## src/rtl/alu_arbiter.sv

```systemverilog
`default_nettype none
// ============================================================================
// Module   : alu_arbiter
// Brief    : Round-robin arbiter sharing one combinational 4-bit ALU between
//            two requesters, with settle timing and valid/ready responses.
// Revision : 1.0 - initial release
// ============================================================================
module alu_arbiter #(
  parameter int ALU_LATENCY = 1,
  parameter int CNT_W       = 4
) (
  input  logic       clk,
  input  logic       reset,
  input  logic [1:0] req_valid,
  input  logic [3:0] req_a0,
  input  logic [3:0] req_b0,
  input  logic [2:0] req_op0,
  input  logic [3:0] req_a1,
  input  logic [3:0] req_b1,
  input  logic [2:0] req_op1,
  output logic [1:0] req_ready,
  output logic [3:0] alu_a,
  output logic [3:0] alu_b,
  output logic [2:0] alu_op,
  input  logic [7:0] alu_result,
  output logic [1:0] rsp_valid,
  input  logic [1:0] rsp_ready,
  output logic [7:0] rsp_result,
  output logic       rsp_err,
  output logic       busy
);

  typedef enum logic [1:0] {
    S_IDLE = 2'd0,
    S_WAIT = 2'd1,
    S_RESP = 2'd2
  } state_t;

  localparam logic [2:0]       C_OP_DIV   = 3'b011;
  localparam logic [CNT_W-1:0] C_CNT_INIT = CNT_W'(ALU_LATENCY - 1);

  state_t           r_state;
  logic             r_last_grant;
  logic             r_grant;
  logic [CNT_W-1:0] r_cnt;
  logic [3:0]       r_alu_a;
  logic [3:0]       r_alu_b;
  logic [2:0]       r_alu_op;
  logic [7:0]       r_rsp_result;
  logic             r_rsp_err;
  logic [1:0]       r_rsp_valid;
  logic             r_busy;

  logic             w_grant;
  logic [1:0]       w_ready;
  logic             w_accept;
  logic [3:0]       w_sel_a;
  logic [3:0]       w_sel_b;
  logic [2:0]       w_sel_op;
  logic             w_div_zero;

  // On a tie the requester not served last wins; a lone requester always wins.
  always_comb begin
    w_grant = 1'b0;
    if (req_valid == 2'b11) begin
      w_grant = ~r_last_grant;
    end else begin
      w_grant = req_valid[1];
    end
  end

  always_comb begin
    w_ready = 2'b00;
    if ((r_state == S_IDLE) && (req_valid != 2'b00)) begin
      w_ready = w_grant ? 2'b10 : 2'b01;
    end
  end

  assign w_accept   = (w_ready != 2'b00);
  assign w_sel_a    = w_grant ? req_a1  : req_a0;
  assign w_sel_b    = w_grant ? req_b1  : req_b0;
  assign w_sel_op   = w_grant ? req_op1 : req_op0;
  assign w_div_zero = (w_sel_op == C_OP_DIV) && (w_sel_b == 4'd0);

  // The reset gate sits only on the port so the flops never see reset as data.
  assign req_ready  = reset ? w_ready : 2'b00;

  always_ff @(posedge clk or negedge reset) begin
    if (!reset) begin
      r_state      <= S_IDLE;
      r_last_grant <= 1'b1;
      r_grant      <= 1'b0;
      r_cnt        <= '0;
      r_alu_a      <= 4'd0;
      r_alu_b      <= 4'd0;
      r_alu_op     <= 3'd0;
      r_rsp_result <= 8'd0;
      r_rsp_err    <= 1'b0;
      r_rsp_valid  <= 2'b00;
      r_busy       <= 1'b0;
    end else begin
      unique case (r_state)
        S_IDLE: begin
          if (w_accept) begin
            r_alu_a  <= w_sel_a;
            r_alu_b  <= w_sel_b;
            r_alu_op <= w_sel_op;
            r_grant  <= w_grant;
            r_busy   <= 1'b1;
            if (w_div_zero) begin
              // Division by zero is answered directly without waiting on the ALU.
              r_rsp_result <= 8'd0;
              r_rsp_err    <= 1'b1;
              r_rsp_valid  <= w_grant ? 2'b10 : 2'b01;
              r_state      <= S_RESP;
            end else begin
              r_rsp_err <= 1'b0;
              r_cnt     <= C_CNT_INIT;
              r_state   <= S_WAIT;
            end
          end
        end
        S_WAIT: begin
          if (r_cnt == '0) begin
            r_rsp_result <= alu_result;
            r_rsp_valid  <= r_grant ? 2'b10 : 2'b01;
            r_state      <= S_RESP;
          end else begin
            r_cnt <= r_cnt - 1'b1;
          end
        end
        S_RESP: begin
          if (rsp_ready[r_grant]) begin
            r_last_grant <= r_grant;
            r_rsp_valid  <= 2'b00;
            r_busy       <= 1'b0;
            r_state      <= S_IDLE;
          end
        end
        default: begin
          r_rsp_valid <= 2'b00;
          r_busy      <= 1'b0;
          r_state     <= S_IDLE;
        end
      endcase
    end
  end

  assign alu_a      = r_alu_a;
  assign alu_b      = r_alu_b;
  assign alu_op     = r_alu_op;
  assign rsp_valid  = r_rsp_valid;
  assign rsp_result = r_rsp_result;
  assign rsp_err    = r_rsp_err;
  assign busy       = r_busy;

endmodule
`default_nettype wire

```

## config.mk

```make
export PLATFORM = sky130hd
export DESIGN_NAME = alu_arbiter
export DESIGN_NICKNAME = d
export VERILOG_FILES = /design/src/rtl/alu_arbiter.sv
export SDC_FILE = /design/constraint.sdc
export NUM_CORES = 1
export LEC_CHECK = 0
export CELL_PAD_IN_SITES_DETAIL_PLACEMENT = 2
export CELL_PAD_IN_SITES_GLOBAL_PLACEMENT = 2
export CORE_UTILIZATION = 25
export DETAILED_ROUTE_END_ITERATION = 8
export GPL_TIMING_DRIVEN = 0
export PLACE_DENSITY = 0.8
export SKIP_LAST_GASP = 1
export SLEW_MARGIN = 20
export SYNTH_ARGS = -nofsm -noshare
export SYNTH_HDL_FRONTEND = slang
export SYNTH_SLANG_ARGS = --single-unit
export TNS_END_PERCENT = 10
```

## constraint.sdc

```tcl
create_clock -name clk -period 2 [get_ports clk]
set_clock_uncertainty 0.05 [all_clocks]
set_input_delay 0.6 -clock clk [delete_from_list [all_inputs] [get_ports clk]]
set_output_delay 0.6 -clock clk [all_outputs]
set_load 0.05 [all_outputs]
```

==> flow_metrics.py <==
metrics = {
    "status": {
        "run_status": "finished, violations left",
        "failed_checks": "setup timing",
    },
    "routing": {
        "drt_iter0_markers": 31,
        "drt_pass1_iterations": 2,
        "drt-wirelength-per-cell_um": 17.15,
        "finalWirelength_um": 4990,
        "num_vias": 1398,
        "route.detailed.drc": 0,
        "post_drt_via_cell_ratio": 4.804,
        "drtAntennaViolNets": 0,
    },
    "global_routing": {
        "grt_pass1_vias": 1556,
        "track_usage": 0.1709,
        "antenna_found_initial": 0,
        "grt_overflow": 0,
        "grt_pass1_wl_um": 8017,
        "grt_max_degree": 20,
    },
    "sta": {
        "hold_viol": 0,
        "timing.fmax_ghz": 0.4700,
        "slew_viol_final": 0,
        "tightest_slew_ps": 745.8,
        "layout_min_cycle_time_ps": 2128,
        "slew-limit-headroom": 0.4995,
        "setup_slack_ps": -127.7,
        "setup_violations": 28,
        "fin_crit_sh": 1.064,
        "rsz0062_at_grt": "true",
    },
    "floorplanning": {
        "die_area_um2": 6422,
        "core_region_area_um2": 5921,
        "die_height_um": 80.14,
        "dieWidth_um": 80.14,
        "io_pins": 61,
        "start_util": 0.2578,
        "num_rows": 28,
    },
    "clock_tree": {
        "h-tree-depth": 2,
        "cts_tree": "yes",
        "numCtsBuffers": 5,
        "clockBufferDepth": 2,
        "clk_pin_slew_worst_paths_ps": 70,
        "cts-root-buf": "clkbuf_8",
        "cts.sinks": 31,
        "insertion_delay_ps": 290,
    },
    "synth": {
        "netlist_instances": 141,
        "synth_seq_cells": 31,
        "ys_seq_area_frac": 0.5090,
        "netlist_area_um2": 1526,
        "syn_nets": 179,
        "synth.distinct_cells": 37,
        "synth_edf_count": 0,
        "synth-warning-count": 0,
        "synth-async-reset-ratio": 1.000,
        "synth.avg_cell_area_um2": 10.83,
        "synth_flop_cell": "dfrtp_1",
    },
    "worst_setup_path": {
        "cp_data_required_time_ps": 1350,
        "end_kind": "output pin",
        "crit_type": "register to output pin",
        "critPathSlowestCell": "clkdlybuf4s50_1",
        "slowest_delay_ps": 830,
        "worst-path-buf-inv": 1,
        "critPathLaunchType": "register",
        "crit_arrival_ps": 1480,
        "crit_family": "buffers and inverters",
        "cp_max_fo": 2,
        "cp_cell_sequence": "clkdlybuf4s50_1",
    },
    "layout": {
        "nNetsFinal": 253,
        "drive_gt1_frac": 0.1898,
        "diodes": 0,
        "multi_input_area_um2": 759.5,
        "fillers": 631,
        "seqCellArea_um2": 779.5,
        "area_growth_pct": 61.39,
        "layout.cells.non_filler": 291,
    },
    "power_and_ir_drop": {
        "p_total_mw": 3.992,
        "leakagePower_nw": 1.113,
        "irDropWorstVdd_uv": 801.9,
        "power_density_nw_per_um2": 1620,
    },
    "placed_design": {
        "dp_hpwl_um": 3583,
        "place.gp.congestion": 0.7053,
        "place.port_buffers": 60,
        "dp_slack_ps": -1642,
        "place_inst": 277,
    },
    "hold_path": {
        "hold_path.class": "input port to async pin",
    },
    "flow_run": {
        "maxCapViolations": 0,
    },
}
## where the power goes
part           total (mW)  switching [mW]  internal [mW]  leakage (nW)
clock network       0.554           0.240          0.314        0.0515
logic                2.35            1.46          0.883         0.680
registers            1.09           0.185          0.908         0.382
## stage by stage
stage          area [um^2]  setup TNS [ps]  hold WS (ps)  utilization
6_report              2464           -1951         110.3       0.4161
5_1_grt               2464           -3593         113.4       0.4161
4_1_cts               2456           -2525         114.5       0.4148
3_5_place_dp          2260          -19490         419.4       0.3817
3_3_place_gp          2237          -34400         411.6       0.3779
2_1_floorplan         1543          -793.4         254.4            -
## layout by cell type (no fill, tap or decap), types with 2 or more instances in the layout
cell              n
a22o_1            9
a22oi_1           2
clkbuf_1          3
nor2_1           10
buf_4             6
buf_8             2
a21oi_1           2
buf_1             2
clkdlybuf4s50_1  47
dlygate4sd2_1     2
nand2_1          20
clkbuf_8          7
nor2b_1           2
dfrtp_2           2
mux2_4            2
o21ai_0          14
ha_1              2
buf_6             2
mux2i_1          13
buf_2             4
dfrtp_1          28
inv_1             4
dlymetal6s2s_1    3
## what timing repair did
action                     CTS  global route
setup buffers                7             0
cloned                       0             0
setup endpoints to repair   54            39
hold buffers                 0             0
resized for setup           49             3
pin swaps                    6             0
## area by class of cell
class	instances	area share
Timing Repair Buffer	68	0.2783
Clock buffer	8	0.04063
Tap cell	75	0.03809
Sequential cell	31	0.3164
Inverter	4	0.006094
Buffer	5	0.01219
Multi-Input combinational cell	100	0.3083
## routing by layer
metal / wire length [um] / share of wire / vias up / track usage
met5: 0 / 0 / - / 0
met4: 80 / 0.016 / 0 / 0.05893
met3: 163 / 0.033 / 6 / 0.03864
met2: 2547 / 0.51 / 25 / 0.2778
met1: 2198 / 0.44 / 710 / 0.2221
li1: - / - / 657 / -
## final timing paths
kind	start	endpoint	slack (ps)	cells after the start
worst max-delay path	alu_b[1]$_DFFE_PN0P_	alu_b[1]	-130	1
worst min-delay path	reset	r_cnt[3]$_DFFE_PN0P_	110	1
worst max register to register	r_last_grant$_DFFE_PN1P_	r_cnt[2]$_DFFE_PN0P_	50	7
worst min register to register	alu_b[3]$_DFFE_PN0P_	alu_b[3]$_DFFE_PN0P_	430	2
max in group asynchronous	reset	r_state[1]$_DFFE_PN0P_	1410	2
min in group clk	alu_b[3]$_DFFE_PN0P_	alu_b[3]$_DFFE_PN0P_	430	2
## synth_stat cells (2+ instances only)
library cell | instances | area (um^2)
dfrtp_1 | 30 | 750.7
ha_1 | 2 | 25.02
inv_1 | 4 | 15.01
nor2_1 | 11 | 41.29
buf_1 | 3 | 11.26
a22oi_1 | 2 | 15.01
a21oi_1 | 2 | 10.01
nor3_1 | 2 | 10.01
mux2_4 | 2 | 30.03
nor2b_1 | 2 | 12.51
o21ai_0 | 14 | 70.07
nand2_1 | 20 | 75.07
a22o_1 | 9 | 78.83
and3_1 | 2 | 12.51
mux2i_1 | 13 | 130.1
clkbuf_1 | 2 | 7.510
## sequential cells by signal, summed over array words and instances (netlist names)
name	flops
alu_a	4
rsp_valid	2
r_last_grant	1
alu_op	3
r_state	2
r_grant	1
rsp_err	1
r_cnt	4
alu_b	4
rsp_result	8
busy	1
## cell families after synthesis
logic type      synth area share
simple gates              0.1344
flops                     0.5090
fa+ha+maj                0.01639
compound gates            0.2025
buf+inv                  0.02541
mux                       0.1123
(Power assumes the default switching activity.)
